===== config.mk =====
export PLATFORM = sky130hd
export DESIGN_NAME = pipeline_hazard_ctrl
export DESIGN_NICKNAME = d
export VERILOG_FILES = /design/src/rtl/pipeline_hazard_ctrl.sv
export SDC_FILE = /design/constraint.sdc
export NUM_CORES = 1
export LEC_CHECK = 0
export ABC_CLOCK_PERIOD_IN_PS = 2850
export CAP_MARGIN = 10
export CORE_AREA = 2 2 39 41
export DETAILED_ROUTE_END_ITERATION = 10
export DIE_AREA = 0 0 41 43
export PLACE_DENSITY = 0.88
export RECOVER_POWER = 50
export SYNTH_ARGS = -nofsm -noshare
export SYNTH_HDL_FRONTEND = slang
export SYNTH_SLANG_ARGS = --single-unit

===== constraint.sdc =====
create_clock -name clk -period 2.85 [get_ports clk]
set_clock_uncertainty 0.1 [all_clocks]
set_input_delay 0.285 -clock clk [delete_from_list [all_inputs] [get_ports clk]]
set_output_delay 0.285 -clock clk [all_outputs]
set_load 0.05 [all_outputs]

===== src/rtl/pipeline_hazard_ctrl.sv =====
// Stall/flush sequencer for the 5-stage pipeline: memory/mul-div freeze, load-use bubble, redirect flush.
// Optional perf counters (stall cycles, bubbles, flushes) are enabled with `define HAZARD_PERF_EN.
module pipeline_hazard_ctrl #(
  parameter int unsigned REG_IDX_W = 5,
  parameter int unsigned CNT_W     = 32
) (
  input  logic                 clk,
  input  logic                 rst,
  input  logic                 imem_req,
  input  logic                 imem_resp,
  input  logic                 dmem_req,
  input  logic                 dmem_resp,
  input  logic                 md_valid,
  input  logic                 md_done,
  input  logic                 idex_mem_read,
  input  logic [REG_IDX_W-1:0] idex_rd,
  input  logic [REG_IDX_W-1:0] ifid_rs1,
  input  logic [REG_IDX_W-1:0] ifid_rs2,
  input  logic                 ifid_use_rs1,
  input  logic                 ifid_use_rs2,
  input  logic                 ex_redirect,
  output logic                 load_pc,
  output logic                 load_if_id,
  output logic                 load_id_ex,
  output logic                 load_ex_mem,
  output logic                 load_mem_wb,
  output logic                 flush_if_id,
  output logic                 flush_id_ex,
  output logic [1:0]           stall_state
`ifdef HAZARD_PERF_EN
  ,
  output logic [CNT_W-1:0]     perf_stall_cycles,
  output logic [CNT_W-1:0]     perf_bubbles,
  output logic [CNT_W-1:0]     perf_flushes
`endif
);

  typedef enum logic [1:0] {
    RUN      = 2'd0,
    MEM_WAIT = 2'd1,
    MD_WAIT  = 2'd2
  } state_e;

  state_e state_q;
  logic   imem_done_q, imem_done_d;
  logic   dmem_done_q, dmem_done_d;

  logic i_pend, d_pend, mem_busy, md_busy, stall, load_use;

  assign i_pend   = imem_req & ~imem_resp & ~imem_done_q;
  assign d_pend   = dmem_req & ~dmem_resp & ~dmem_done_q;
  assign mem_busy = i_pend | d_pend;
  assign md_busy  = md_valid & ~md_done;
  assign stall    = mem_busy | md_busy;

  assign load_use = idex_mem_read & (idex_rd != '0) &
                    ((ifid_use_rs1 & (ifid_rs1 == idex_rd)) |
                     (ifid_use_rs2 & (ifid_rs2 == idex_rd)));

  // A response seen while the other side still stalls is remembered until the advance cycle.
  always_comb begin
    imem_done_d = imem_done_q;
    dmem_done_d = dmem_done_q;
    if (!stall) begin
      imem_done_d = 1'b0;
      dmem_done_d = 1'b0;
    end else begin
      if (imem_resp) imem_done_d = 1'b1;
      if (dmem_resp) dmem_done_d = 1'b1;
    end
  end

  always_ff @(posedge clk or posedge rst) begin
    if (rst) begin
      state_q     <= RUN;
      imem_done_q <= 1'b0;
      dmem_done_q <= 1'b0;
    end else begin
      imem_done_q <= imem_done_d;
      dmem_done_q <= dmem_done_d;
      if (mem_busy)     state_q <= MEM_WAIT;
      else if (md_busy) state_q <= MD_WAIT;
      else              state_q <= RUN;
    end
  end

  assign stall_state = state_q;

  always_comb begin
    load_pc     = 1'b1;
    load_if_id  = 1'b1;
    load_id_ex  = 1'b1;
    load_ex_mem = 1'b1;
    load_mem_wb = 1'b1;
    flush_if_id = 1'b0;
    flush_id_ex = 1'b0;
    if (rst || stall) begin
      load_pc     = 1'b0;
      load_if_id  = 1'b0;
      load_id_ex  = 1'b0;
      load_ex_mem = 1'b0;
      load_mem_wb = 1'b0;
    end else if (ex_redirect) begin
      flush_if_id = 1'b1;
      flush_id_ex = 1'b1;
    end else if (load_use) begin
      load_pc     = 1'b0;
      load_if_id  = 1'b0;
      flush_id_ex = 1'b1;
    end
  end

`ifdef HAZARD_PERF_EN
  logic [CNT_W-1:0] stall_cnt_q, bubble_cnt_q, flush_cnt_q;

  always_ff @(posedge clk or posedge rst) begin
    if (rst) begin
      stall_cnt_q  <= '0;
      bubble_cnt_q <= '0;
      flush_cnt_q  <= '0;
    end else begin
      if (stall)                              stall_cnt_q  <= stall_cnt_q + 1'b1;
      if (!stall && ex_redirect)              flush_cnt_q  <= flush_cnt_q + 1'b1;
      if (!stall && !ex_redirect && load_use) bubble_cnt_q <= bubble_cnt_q + 1'b1;
    end
  end

  assign perf_stall_cycles = stall_cnt_q;
  assign perf_bubbles      = bubble_cnt_q;
  assign perf_flushes      = flush_cnt_q;
`endif

endmodule


* Word-level counts from Yosys, hierarchy flattened
Index checks and enable logic that the tools add are counted.
** Operators by class
- Equal/unequal tests :: 4
- Reductions and logical operators :: 2
- Order comparisons :: 0
- Add/sub/neg operators :: 0
- Mux-type cells :: 15
- Shift operators :: 0
- Multiply operators :: 0
- Div/mod/pow operators :: 0
- Bitwise operators :: 17
** Operator list (count)
- 2-to-1 mux 1 bit :: 13
- == test 5 bit :: 2
- AND 1 bit :: 9
- inverter 1 bit :: 5
- nonzero test 5 bit :: 1
- 2-to-1 mux 2 bit :: 2
- inequality test 2 bit (second input constant) :: 2
- bitwise OR 1 bit :: 3
- logical OR 1 bit :: 1
** Storage, ports and cells
- RAM bits :: 0
- Memories kept :: 0
- Input port bits :: 27
- Register bits :: 4
- ROM bits :: 0
- Word-level logic and storage cells :: 41
- Latch bits :: 0
- Output and inout bits :: 9

* Depth between registers and ports, before layout
Gate-level depths: netlist (run 1).
- Depth after elaboration :: 7
- Gate-level depth with buffers :: 5
- Mapped depth without buffers :: 4

* Least setup slack after synthesis (run 1)
Ideal clock, no wire load.
- Path type :: input -> output
- Start :: input port imem_req
- End :: output port flush_id_ex
- Setup slack :: 0.115 ns
- Arrival :: 2.350 ns
- Stages :: 4
- Required time :: 2.465 ns
- Path buffers :: 0
- Cell sequence :: nor3b_2 -> a2111oi_4 -> and2_1 -> o21bai_1
** On the way
- Longest elaborated chain between the ends :: 6
** RTL lines
- from (decl) :: line 9 : input logic imem_req,
- AND 1 bit (2 in series) :: line 50 : assign i_pend = imem_req & ~imem_resp & ~imem_done_q;
- bitwise OR 1 bit :: line 52 : assign mem_busy = i_pend | d_pend;
- bitwise OR 1 bit :: line 54 : assign stall = mem_busy | md_busy;
- logical OR 1 bit :: line 97 : if (rst || stall) begin
- 2-to-1 mux 1 bit :: line 97
- to (decl) :: line 28 : output logic flush_id_ex,
No other way between the ends.

* Final worst setup path (run 1)
Same ends and word-level chain as after synthesis.

==> metrics.yaml, run 1 <==
floorplan:
  initial_core_util_pct: 26.7
  fp.dieH_um: 43
  ios: 36
  rows: 14
  core_area_um2: 1380
  dieArea_um2: 1760
  die_x_um: 41
logic_synthesis:
  synth.area.top_cells: "dfrtp_1, xor2_1, a2111oi_4"
  netlist.top_cell.by_area: "dfrtp_1"
  syn_area_um2: 369
  ys_seq_area_share_pct: 27.1
  yosys_warnings: 0
  netlist.area_leader.share_pct: 27.1
  syn_inst: 38
  synth_seq_cells: 4
  yosysUniqueCellTypes: 20
  synth_area_per_cell_um2: 9.71
  syn-num-nets: 65
layout:
  layout-drive-gt1-share_pct: 16.4
  finish.utilization_pct: 54.5
  fill_cells: 126
  layout_common_cells: "clkdlybuf4s50_1, xor2_1, nor2_1"
  multiInputGateArea_um2: 238
  area_growth_pct: 104
  diodes: 0
  final_common_cell: "clkdlybuf4s50_1"
  regArea_um2: 100
  nets: 102
cts:
  insertion_delay_ns: 0.23
  hold_buffers: 0
  ctsResizeCount: 0
  post_cts_buffers: 0
  cts_max_level: 1
  cts_tree: "done"
  cts_root_buf: "clkbuf_4"
  cts_buffer_depth: 2
  cts_buffers: 3
  clk_transition_reported_paths_ns: 0.04
  cts.sinks: 4
routing:
  drtPass1Iterations: 2
  drc: 0
  drt_iter0_markers: 3
  ant_nets: 0
  num_vias: 416
  via_per_inst: 4.67
  wirelength_um: 1030
  wire_per_inst_um: 11.6
timing:
  hold_violations: 0
  grt_setup_unrepaired: "false"
  maxSlewViolCount: 0
  fin_ws_ns: 0.421
  tns_ns: 0
  clock.fmax_ghz: 0.412
  slew_headroom_pct: 67.3
  setup_violations: 0
  worstMarginPinSlew_ns: 0.489
  post-route-period-util_pct: 85.2
  layout_min_cycle_time_ns: 2.43
setup_path:
  worstPathMaxFanout: 6
  r2r-start: "imem_done_q"
  crit_required_ns: 2.47
  cp-end-kind: "output port"
  r2r_slack_ns: 1.58
  r2r_cells: 4
  r2r-end: "imem_done_q"
  cp.arrival_ns: 2.04
  path_class: "in -> out"
  startpoint_type: "input port"
global_route:
  grt_antenna_before_repair: 0
  grt-ovfl-total: 0
  grt_pass1_wl_um: 1640
  grt_pass1_vias: 444
  grt_usage_pct: 13.3
  grt_max_degree: 7
min_path:
  hold_class: "in -> async"
power_and_ir_drop:
  power.density_nw_per_um2: 363
  irDropWorstVdd_mv: 0.158
  power.leakage_nw: 0.306
run_status:
  status: "complete, no violations"
run:
  maxCapViolCount: 0
placed_design:
  finalWeightedCongestion: 0.607
  dpl_worst_slack_ns: 0.498
  io_buffers: 35
state kept, by name (all words and copies together), names as in the netlist:
register     flops
stall_state      2
imem_done_q      1
dmem_done_q      1
layer usage:
metal,global-route usage [%],up-vias,share of wire (%)
li1,-,202,-
met1,11.9,190,33
met2,25.6,24,57
met3,1.57,0,9.7
met4,6.67,0,0
met5,0,-,0
synth_stat cells:
| master | n |
|---|---|
| a2111oi_4 | 1 |
| a21o_1 | 1 |
| a32oi_1 | 1 |
| and2_0 | 1 |
| and2_1 | 1 |
| buf_4 | 3 |
| dfrtp_1 | 4 |
| inv_1 | 1 |
| nor2_1 | 5 |
| nor2b_1 | 2 |
| nor3b_2 | 1 |
| nor4_1 | 1 |
| nor4_2 | 1 |
| o211ai_1 | 1 |
| o21ai_0 | 1 |
| o21bai_1 | 1 |
| o31a_1 | 1 |
| or4_1 | 1 |
| xnor2_1 | 2 |
| xor2_1 | 8 |
area by class of cell:
cell class | instances | share of cell area [%]
tap | 16 | 2.65
clock buffer | 3 | 2.99
timing repair buffer | 35 | 49.1
multi-input combinational | 30 | 31.5
sequential | 4 | 13.3
inverter | 1 | 0.498
kinds of logic (layout without fill, tap and decap cells):
logic type             after synthesis  in the layout  synth area share [%]
buffers and inverters                4             39                  7.12
XOR/XNOR                            10             10                  23.7
AND/OR/NAND/NOR                     13             13                  22.4
flip-flops                           4              4                  27.1
AO/OA/AOI/OAI                        7              7                  19.7
how the worst max path moves through the flow:
stage                             end        from  slack [ns]
after floorplan           flush_id_ex    imem_req        0.12
after global placement        load_pc  idex_rd[3]        0.54
after detailed placement      load_pc  idex_rd[2]        0.50
after CTS                     load_pc  idex_rd[2]        0.50
after global routing      flush_id_ex    imem_req        0.30
final                     flush_id_ex    imem_req        0.42
through the flow:
step,hold slack (ns),std cells,cell area (µm²),power [mW]
after floorplan,-0.0489,38,369,0.139
after global placement,0.413,86,737,0.205
after detailed placement,0.447,86,737,0.208
after CTS,0.245,89,759,0.278
after global routing,0.375,89,754,0.288
final,0.361,89,754,0.274
where the power goes:
part	total, mW	switching (mW)	internal [mW]
sequential	0.0652	0.00228	0.0629
combinational	0.139	0.0707	0.0687
clock	0.0693	0.0222	0.0471
worst max-delay path, stage by stage:
cell and delay (ns):
dlygate4sd3_1 0.53, nor3b_1 0.17, a2111oi_4 0.46, o211ai_1 0.15
o21bai_1 0.27, buf_12 0.18
(Power assumes the default switching activity.)
==> inputs of run 2 (changes only) <==
--- a/config.mk
+++ b/config.mk
@@ -10,7 +10,8 @@
 export CORE_AREA = 2 2 39 41
 export DETAILED_ROUTE_END_ITERATION = 10
 export DIE_AREA = 0 0 41 43
-export PLACE_DENSITY = 0.88
+export HOLD_SLACK_MARGIN = 0.12
+export PLACE_DENSITY = 0.85
 export RECOVER_POWER = 50
 export SYNTH_ARGS = -nofsm -noshare
 export SYNTH_HDL_FRONTEND = slang
==> run 2 against run 1 <==
Net effect: routed wire length down 5.4%; critical endpoint unchanged; sequential cell count did not move; combinational power about the same; worst setup slack better by 0.060 ns; critical path depth is the same; cell count unchanged; largest cell class unchanged; hold slack better by 0.0030 ns; die area did not move; register-to-register slack worse by 0.05 ns; sequential share of layout area unchanged.
==> metrics.yaml, run 2 (synthesis gave the netlist of run 1 again) <==
floorplan:
  ios: 36
  fp.dieH_um: 43
  core_area_um2: 1380
  die_x_um: 41
  initial_core_util_pct: 26.7
  dieArea_um2: 1760
  rows: 14
timing:
  worstMarginPinSlew_ns: 0.488
  post-route-period-util_pct: 83.1
  setup_violations: 0
  clock.fmax_ghz: 0.422
  layout_min_cycle_time_ns: 2.37
  tns_ns: 0
  grt_setup_unrepaired: "false"
  fin_ws_ns: 0.480
  maxSlewViolCount: 0
  hold_violations: 0
  slew_headroom_pct: 67.4
layout:
  largest_reg_flops: 2
  layout-drive-gt1-share_pct: 16.4
  layout_common_cells: "clkdlybuf4s50_1, xor2_1, nor2_1"
  nets: 102
  stdcell_area_um2: 754
  fill_cells: 125
  area_growth_pct: 104
  diodes: 0
  final_common_cell: "clkdlybuf4s50_1"
  multiInputGateArea_um2: 238
  regArea_um2: 100
cts:
  cts_max_level: 1
  cts_root_buf: "clkbuf_4"
  post_cts_buffers: 0
  cts.sinks: 4
  cts_buffers: 3
  insertion_delay_ns: 0.23
  cts_buffer_depth: 2
  clk_transition_reported_paths_ns: 0.04
  ctsResizeCount: 0
  hold_buffers: 0
  cts_tree: "done"
setup_path:
  cp.arrival_ns: 1.98
  cp-end-kind: "output port"
  path_class: "in -> out"
  r2r-end: "imem_done_q"
  worstPathMaxFanout: 6
  crit_required_ns: 2.47
  startpoint_type: "input port"
  r2r_cells: 4
  r2r_slack_ns: 1.53
  r2r-start: "imem_done_q"
run_status:
  status: "complete, no violations"
power_and_ir_drop:
  internal_power_mw: 0.179
  irDropWorstVdd_mv: 0.150
  pwr-share-comb_pct: 51.1
  power_switching_mw: 0.0930
  p_clk_share_pct: 24.8
  power.leakage_nw: 0.306
  swShare_pct: 34.3
  power.density_nw_per_um2: 360
  seqPwrFrac_pct: 24.0
routing:
  wire_per_inst_um: 10.9
  drt_iter0_markers: 6
  drtPass1Iterations: 2
  via_per_inst: 4.49
  ant_nets: 0
  num_vias: 400
  wirelength_um: 973
  drc: 0
placed_design:
  dp_hpwl_um: 917
  io_buffers: 35
  postPlaceCellArea_um2: 737
  dpl_worst_slack_ns: 0.505
  finalWeightedCongestion: 0.670
run:
  maxCapViolCount: 0
global_route:
  grt_max_degree: 7
  grt_usage_pct: 11.8
  grt_pass1_wl_um: 1490
  grt_pass1_vias: 402
  grt-ovfl-total: 0
  grt_antenna_before_repair: 0
min_path:
  hold_class: "in -> async"
run 2: cell counts in the layout (fill, tap and decap cells not counted):
No cell type changed its count.
run 2: through the flow:
step | cells | total power, mW | hold slack, ns | utilization [%]
4_1_cts | 89 | 0.277 | 0.245 | 54.9
3_3_place_gp | 86 | 0.204 | 0.413 | 53.3
5_1_grt | 89 | 0.286 | 0.371 | 54.5
2_1_floorplan | 38 | 0.139 | -0.0489 | -
3_5_place_dp | 86 | 0.208 | 0.460 | 53.3
6_report | 89 | 0.272 | 0.364 | 54.5
run 2: worst max-delay path: stages:
cell           delay [ns]
dlygate4sd3_1        0.56
nor3b_1              0.43
a2111oi_4            0.14
and2_1               0.20
o21bai_1             0.19
buf_12               0.17
run 2: cell type report:
class                   instances  share of cell area [%]
clock buffers                   3                    2.99
inverters                       1                   0.498
multi-input cells              30                    31.5
flip-flops and latches          4                    13.3
well taps                      16                    2.65
repair buffers                 35                    49.1
run 2: layer usage:
metal,up-vias,share of wire (%),track usage (%)
met1,177,33,12.5
met3,0,10,1.57
met4,0,0,2.00
met2,22,57,22.8
met5,-,0,0
li1,201,-,-
run 2: power by group through the flow:
stage | Combinational (mW) | Clock [mW] | Sequential (mW)
after floorplan | 0.0646 | 0 | 0.0743
after detailed placement | 0.141 | 0 | 0.0665
after global placement | 0.139 | 0 | 0.0656
after global routing | 0.148 | 0.0723 | 0.0658
final | 0.139 | 0.0675 | 0.0652
after CTS | 0.142 | 0.0701 | 0.0657
run 2: worst max-delay path by stage:
stage	from	to	slack, ns	depth (start not counted)
after floorplan	imem_req	flush_id_ex	0.12	4
after global placement	idex_rd[1]	load_if_id	0.55	5
after detailed placement	idex_rd[1]	load_if_id	0.51	5
after CTS	idex_rd[1]	load_if_id	0.50	5
after global routing	imem_resp	flush_id_ex	0.33	6
final	imem_resp	flush_id_ex	0.48	6
